**src/rtl/latch_bank_pkg.sv**
```systemverilog
// latch_bank_pkg: shared state encoding and round-robin pick for latch_bank_arbiter
package latch_bank_pkg;
  localparam int MAX_REQ = 8;
  localparam int PTR_W = 3;

  typedef enum logic {IDLE, WRITE} state_t;

  typedef struct packed {
    logic valid;
    logic [PTR_W-1:0] idx;
  } pick_t;

  function automatic pick_t rrPick(input logic [MAX_REQ-1:0] req, input logic [PTR_W-1:0] ptr, input int numReq);
    pick_t p;
    int i;
    p = '0;
    // Walk offsets from farthest to nearest so the nearest set request wins
    for (int k = MAX_REQ - 1; k >= 0; k--) begin
      if (k < numReq) begin
        i = (int'(ptr) + k) % numReq;
        if (req[i]) begin
          p.valid = 1'b1;
          p.idx = PTR_W'(i);
        end
      end
    end
    return p;
  endfunction
endpackage

```
**src/rtl/latch_bank_regs.sv**
```systemverilog
// latch_bank_regs: register bank with synchronous reset/clear beating write
module latch_bank_regs #(
  parameter int NUM_REGS = 8,
  parameter int WIDTH = 8
) (
  input  logic                        MasterClock,
  input  logic                        rL,
  input  logic                        clrL,
  input  logic                        we,
  input  logic [$clog2(NUM_REGS)-1:0] waddr,
  input  logic [WIDTH-1:0]            wdata,
  output logic [NUM_REGS*WIDTH-1:0]   q,
  output logic [NUM_REGS*WIDTH-1:0]   qL
);
  always_ff @(posedge MasterClock) begin
    if (!rL || !clrL) q <= '0;
    else if (we) q[int'(waddr)*WIDTH +: WIDTH] <= wdata;
  end

  assign qL = ~q;
endmodule

```
**src/rtl/latch_bank_arbiter.sv**
```systemverilog
// latch_bank_arbiter: round-robin write arbitration into a shared register bank,
// one write per two cycles, with soft clear holding an in-flight write
module latch_bank_arbiter
  import latch_bank_pkg::*;
#(
  parameter int NUM_REQ = 4,
  parameter int NUM_REGS = 8,
  parameter int WIDTH = 8
) (
  input  logic                                MasterClock,
  input  logic                                rL,
  input  logic                                clrL,
  input  logic [NUM_REQ-1:0]                  req,
  input  logic [NUM_REQ*$clog2(NUM_REGS)-1:0] addr,
  input  logic [NUM_REQ*WIDTH-1:0]            wdata,
  output logic [NUM_REQ-1:0]                  ack,
  output logic                                busy,
  output logic [NUM_REGS*WIDTH-1:0]           q,
  output logic [NUM_REGS*WIDTH-1:0]           qL
);
  localparam int AW = $clog2(NUM_REGS);

  state_t state, nextState;
  pick_t pick;
  logic [PTR_W-1:0] ptr, win;
  logic [AW-1:0] capAddr;
  logic [WIDTH-1:0] capData;
  logic we;

  always_comb begin
    pick = rrPick(MAX_REQ'(req), ptr, NUM_REQ);
    busy = state == WRITE;
    we = busy && clrL;
    nextState = (state == IDLE && pick.valid) ? WRITE : we ? IDLE : state;
    // A pending reset also hides the ack, since that write is about to be discarded
    ack = (we && rL) ? NUM_REQ'(1) << win : '0;
  end

  always_ff @(posedge MasterClock) begin
    if (!rL) begin
      state <= IDLE;
      ptr <= '0;
      win <= '0;
      capAddr <= '0;
      capData <= '0;
    end else begin
      state <= nextState;
      if (state == IDLE && pick.valid) begin
        win <= pick.idx;
        capAddr <= addr[int'(pick.idx)*AW +: AW];
        capData <= wdata[int'(pick.idx)*WIDTH +: WIDTH];
      end
      if (we) ptr <= (int'(win) == NUM_REQ - 1) ? '0 : win + PTR_W'(1);
    end
  end

  latch_bank_regs #(.NUM_REGS(NUM_REGS), .WIDTH(WIDTH)) bank (
    .MasterClock(MasterClock),
    .rL(rL),
    .clrL(clrL),
    .we(we),
    .waddr(capAddr),
    .wdata(capData),
    .q(q),
    .qL(qL)
  );
endmodule

```
**config.mk**
```make
export PLATFORM = sky130hd
export DESIGN_NAME = latch_bank_arbiter
export DESIGN_NICKNAME = d
export VERILOG_FILES = /design/src/rtl/latch_bank_pkg.sv /design/src/rtl/latch_bank_regs.sv /design/src/rtl/latch_bank_arbiter.sv
export SDC_FILE = /design/constraint.sdc
export NUM_CORES = 1
export LEC_CHECK = 0
export ABC_AREA = 1
export CAP_MARGIN = 20
export CORE_AREA = 3 3 103 105
export DETAILED_ROUTE_END_ITERATION = 6
export DIE_AREA = 0 0 106 108
export GPL_ROUTABILITY_DRIVEN = 1
export MAX_ROUTING_LAYER = met4
export PLACE_DENSITY = 0.91
export SLEW_MARGIN = 20
export SYNTH_ARGS = -nofsm -noshare
export SYNTH_HDL_FRONTEND = slang
export SYNTH_SLANG_ARGS = --single-unit
export TNS_END_PERCENT = 1
```
**constraint.sdc**
```tcl
create_clock -name MasterClock -period 2.7 [get_ports MasterClock]
set_input_delay 0.405 -clock MasterClock [delete_from_list [all_inputs] [get_ports MasterClock]]
set_output_delay 0.405 -clock MasterClock [all_outputs]
set_load 0.03 [all_outputs]
```
# Word-level counts from Yosys, hierarchy flattened
# Index checks and enable logic that the tools add are counted.
# Widths: inputs -> output; s select.
# op_classes
n_mul,1
shifts,5
n_eq_ne,1
n_mux,20
n_lt_le_gt_ge,4
n_bitwise,5
n_addsub,5
n_reduce_logical,10
# op_table
op,n
$bwmux 64,1
$not 64->64,1
$shift 8x33->64 const A,1
$shiftx 8x33->64,1
$neg 6->33,1
$shiftx 32x7->8,1
$mux 4,5
$lt 3x5->1 const B,3
$shiftx 12x6->3,1
$bmux 1 s3,3
$mux 1,9
$reduce_or 2->1,3
$mul 3x2->5 const B,1
$add 2x1->2 const B,2
$add 2x2->2 const B,2
$lt 2x4->1 const B,1
$shl 1x3->4 const A,1
$and 1x1->1 const A,3
$eq 3x3->1 const B,1
$logic_and 1x1->1,3
$bmux 1 s2,1
$logic_not 1->1,2
$mux 2,1
$reduce_bool 2->1,1
other kinds (2),2
# word_totals
inputBits,51
ff_bits,81
wordCells,57
out_inout_bits,133

# Depth between registers and ports, before layout
# logic_depth
word_depth,12
depth_mapped,13
mapped_depth_nobuf,12

# By module
# Synthesis repeated with hierarchy kept, for this count alone.
# hier_totals
cells_unflattened,733
hier_area_um2,4694.5
# by_module_without_submodules
module,n_inst,area_per_inst_um2,cells_each
latch_bank_regs,1,3183.1,485
latch_bank_arbiter,1,1511.4,248

# Worst setup path before layout
# No wires, ideal clock.
# synth_path
path_kind,register to register
startpoint,register capAddr[0]
endpoint,register bank.q[0]
t_arrival_ns,2.054
slack_ns,0.577
setup_time_ns,0.070
path_stages_with_launch,13
required_ns,2.630
period_less_slack_ns,2.123
cell_sequence,dfxtp_1 -> buf_6 -> inv_4 -> ha_1 -> ha_1 -> buf_2 -> inv_2 -> buf_4 -> nand4_1 -> nor2_1 -> buf_2 -> o21ai_0 -> a21oi_1
# synth_via
elab_chain_cells,3
# synth_lines
item,line,source
"start, declared",latch_bank_arbiter.sv:26,logic [AW-1:0] capAddr;
"start signal, assigned",latch_bank_arbiter.sv:50,capAddr <= addr[int'(pick.idx)*AW +: AW];
$neg 6->33 *,latch_bank_regs.sv:17,else if (we) q[int'(waddr)*WIDTH +: WIDTH] <= wdata;
$shiftx 8x33->64 / $shift 8x33->64 (equally long branches),latch_bank_regs.sv:17,
$bwmux 64 *,latch_bank_regs.sv:17,
"end signal, assigned by index",latch_bank_regs.sv:17,
"end, declared",latch_bank_regs.sv:12,"output logic [NUM_REGS*WIDTH-1:0] q,"
# Every way passes the cells marked *; elsewhere a longest branch is shown, timed or not.
# A chain may end at the register's enable or synchronous reset.

# Final worst setup path
# layout_path
startpoint,register capAddr[0]
endpoint,register bank.q[11]
# The elaborated chain is that of the path after synthesis.

==> results.py <==
metrics = {
    "critical_path": {
        "crit-reg2reg-launch": "capAddr[0]",
        "required_ps": 2940,
        "cp-endpoint": "bank.q[11]",
        "cp_cell_sequence": "inv_4 -> ha_1 -> ha_1 -> inv_2 -> nor3_4 -> inv_2 -> nor2_4 -> inv_1 -> o21ai_0 -> a21oi_1",
        "rrSetupSlack_ps": 470,
        "end_kind": "flop",
        "max_stage_delay_ps": 400,
        "cp.arrival_ps": 2470,
        "timing.rr.end": "bank.q[11]",
        "cp_slowest_cell": "dfxtp_1",
        "reg2reg_depth": 10,
        "startpoint_type": "flop",
        "crit_start": "capAddr[0]",
        "cp_max_fo": 12,
        "path_class": "reg2reg",
    },
    "power": {
        "irDropWorstVdd_uv": 327,
        "power_density_mw_per_mm2": 512,
        "p_leak_nw": 2.37,
        "power.total_mw": 3.17,
    },
    "timing": {
        "rsz0062_at_grt": "false",
        "fmax_mhz": 448,
        "relSlewSlack_pct": 58.2,
        "final-setup-viol-count": 0,
        "period_minus_slack_ps": 2230,
        "worstMarginPinSlew_ps": 623,
        "finalHoldViolCount": 0,
        "fin_setup_tns_ps": 0,
        "timing.final.crit_share_pct": 82.7,
        "hold_slack_ps": 473,
        "fin_skew_ps": 9.28,
        "drv_slew": 0,
    },
    "synth": {
        "yosysWarnings": 0,
        "syn_area_mm2": 0.00404,
        "synth_ff_type": "dfxtp_1",
        "synth_top_family_by_area": "compound AO/OA/AOI/OAI gates",
        "synth_compound_area_share_pct": 22.8,
        "synth_fp_nets": 615,
        "synth_edf_count": 0,
        "ys_types": 31,
        "ys_seq_elements": 80,
        "synthXorXnorAreaFrac_pct": 0.217,
        "yosys.area_share.adder_pct": 2.17,
        "syn_inst": 557,
        "post_synth_mux_area_share_pct": 0,
        "syn_avg_cell_area_um2": 7.26,
        "yosys.area_share.simple_pct": 20.0,
        "async_flop_share_pct": 0,
        "synth-seq-area-share_pct": 39.6,
    },
    "clock_network": {
        "numClockSinks": 80,
        "clock_latency_ps": 350,
        "path_clk_slew_ps": 80,
        "numCtsBuffers": 9,
        "ctsHoldBuffers": 0,
        "cts_buffer_depth": 2,
        "cts.htree.levels": 3,
        "ctsResizeCount": 0,
        "post_cts_buffers": 0,
        "cts_tree": "done",
        "root_buffer": "clkbuf_8",
    },
    "place": {
        "port_buffers": 183,
        "hpwl_um": 10300,
        "place_area_mm2": 0.00597,
        "globalplace.congestion": 0.863,
    },
    "route": {
        "via_count": 4471,
        "routed_wl_um": 13400,
        "dr.pass1.iters": 4,
        "ant_nets": 0,
        "vias_per_cell": 5.16,
        "wl_per_cell_um": 15.4,
        "first_iter_violations": 293,
        "drc": 0,
    },
    "finish": {
        "finish.instance_area_mm2": 0.00619,
        "layout.nets": 787,
        "antenna_cells": 0,
        "final_core_util_pct": 63.6,
        "drive_gt1_share_pct": 8.05,
        "area_delta_synth_final_pct": 53.2,
    },
    "min_path": {
        "holdCritPathClass": "reg2reg",
    },
    "grt": {
        "grt_pass1_vias": 4435,
        "grt_max_degree": 34,
        "grt_overflow": 0,
        "gr-usage-all-layers_pct": 23.4,
        "antenna_found_initial": 0,
        "grt_pass1_wl_um": 21200,
    },
    "job": {
        "maxCapViolCount": 0,
    },
    "outcome": {
        "status": "finished, final reports clean",
    },
    "floorplan": {
        "die_area_mm2": 0.0114,
        "start_util_pct": 41.6,
        "rows": 36,
        "core-area_mm2": 0.00973,
        "dieHeight_um": 108,
        "pin_count": 184,
        "die_x_um": 106,
    },
}
layout by cell type (no fill, tap or decap), drive strengths merged:
cell type,Yosys,final
o32ai,1,1
nand3b,1,1
nand3,61,61
a21oi,65,65
nor4,1,1
o21ai,47,47
buf,22,16
a211oi,32,32
clkdlybuf4s50,0,179
nand2,68,68
dfxtp,80,80
bufinv,0,2
clkinvlp,0,1
nor2,14,14
xnor2,1,1
ha,7,7
a31oi,13,13
clkinv,0,2
nand4,2,2
nor3,19,19
o21bai,1,1
clkbuf,12,10
inv,110,110
power by group:
part,total (mW),internal [mW],switching (mW)
logic,0.929,0.312,0.617
clock network,0.969,0.541,0.429
registers,1.27,1.23,0.0476
total,3.17,2.08,1.09
sequential cells by signal (all words and copies together), names as in the netlist:
register,count
bank.q,64
busy,1
capAddr,3
capData,8
ptr,2
win,2
metrics by stage:
stage	setup WS [ps]	cells
6_report	468	866
5_1_grt	288	866
2_1_floorplan	577	557
3_5_place_dp	405	851
3_3_place_gp	523	851
4_1_cts	508	866
metal layers:
metal | global-route usage, % | wire length (um) | share of wire, % | up-vias
met5 | - | 0 | 0 | -
met2 | 41.9 | 6870 | 51 | 188
met3 | 4.78 | 775 | 5.8 | 37
met4 | 7.96 | 410 | 3.1 | 0
met1 | 26.0 | 5320 | 40 | 2057
li1 | - | - | - | 2189
cell type report:
cell class / instances / area (um2)
fillers: 804 / 3540
repair buffers: 195 / 1960
multi-input cells: 333 / 1830
flip-flops and latches: 80 / 1600
inverters: 110 / 415
well taps: 133 / 166
clock buffers: 10 / 138
clock inverters: 5 / 81.3
worst min-delay path by stage:
stage | slack, ps | end | start | cells past startpoint
CTS | 480 | bank.q[14] | bank.q[14] | 2
global placement | 460 | bank.q[16] | bank.q[16] | 2
detailed placement | 460 | bank.q[14] | bank.q[14] | 2
floorplan | 450 | bank.q[2] | capData[2] | 2
finish | 470 | bank.q[14] | bank.q[14] | 2
global route | 500 | bank.q[56] | bank.q[56] | 2
worst max-delay path: cells and delay by family, from the launching register on:
| family | cells | cell delay (ps) |
|---|---|---|
| AOI/OAI and AO/OA | 2 | 260 |
| adders and majority gates | 2 | 540 |
| buffers and inverters | 4 | 440 |
| DFF | 1 | 400 |
| and+or+nand+nor | 2 | 480 |
kinds of logic after synthesis:
group                    Yosys count
flip-flops                        80
buffers and inverters            144
AND/OR/NAND/NOR                  166
adder cells (fa/ha/maj)            7
XOR/XNOR                           1
AO/OA/AOI/OAI                    159
synthesized netlist by cell type (all sizes together), types with 2 or more instances:
library cell / n / area share (%)
nand2: 68 / 6.4
a31oi: 13 / 2.0
a211oi: 32 / 6.6
nor2: 14 / 1.6
dfxtp: 80 / 40
clkbuf: 12 / 1.1
nor3: 19 / 2.8
nand4: 2 / 0.31
nand3: 61 / 8.2
ha: 7 / 2.2
o21ai: 47 / 5.8
inv: 110 / 10
a21oi: 65 / 8.0
buf: 22 / 3.8
Power figures use the tool's default switching activity.
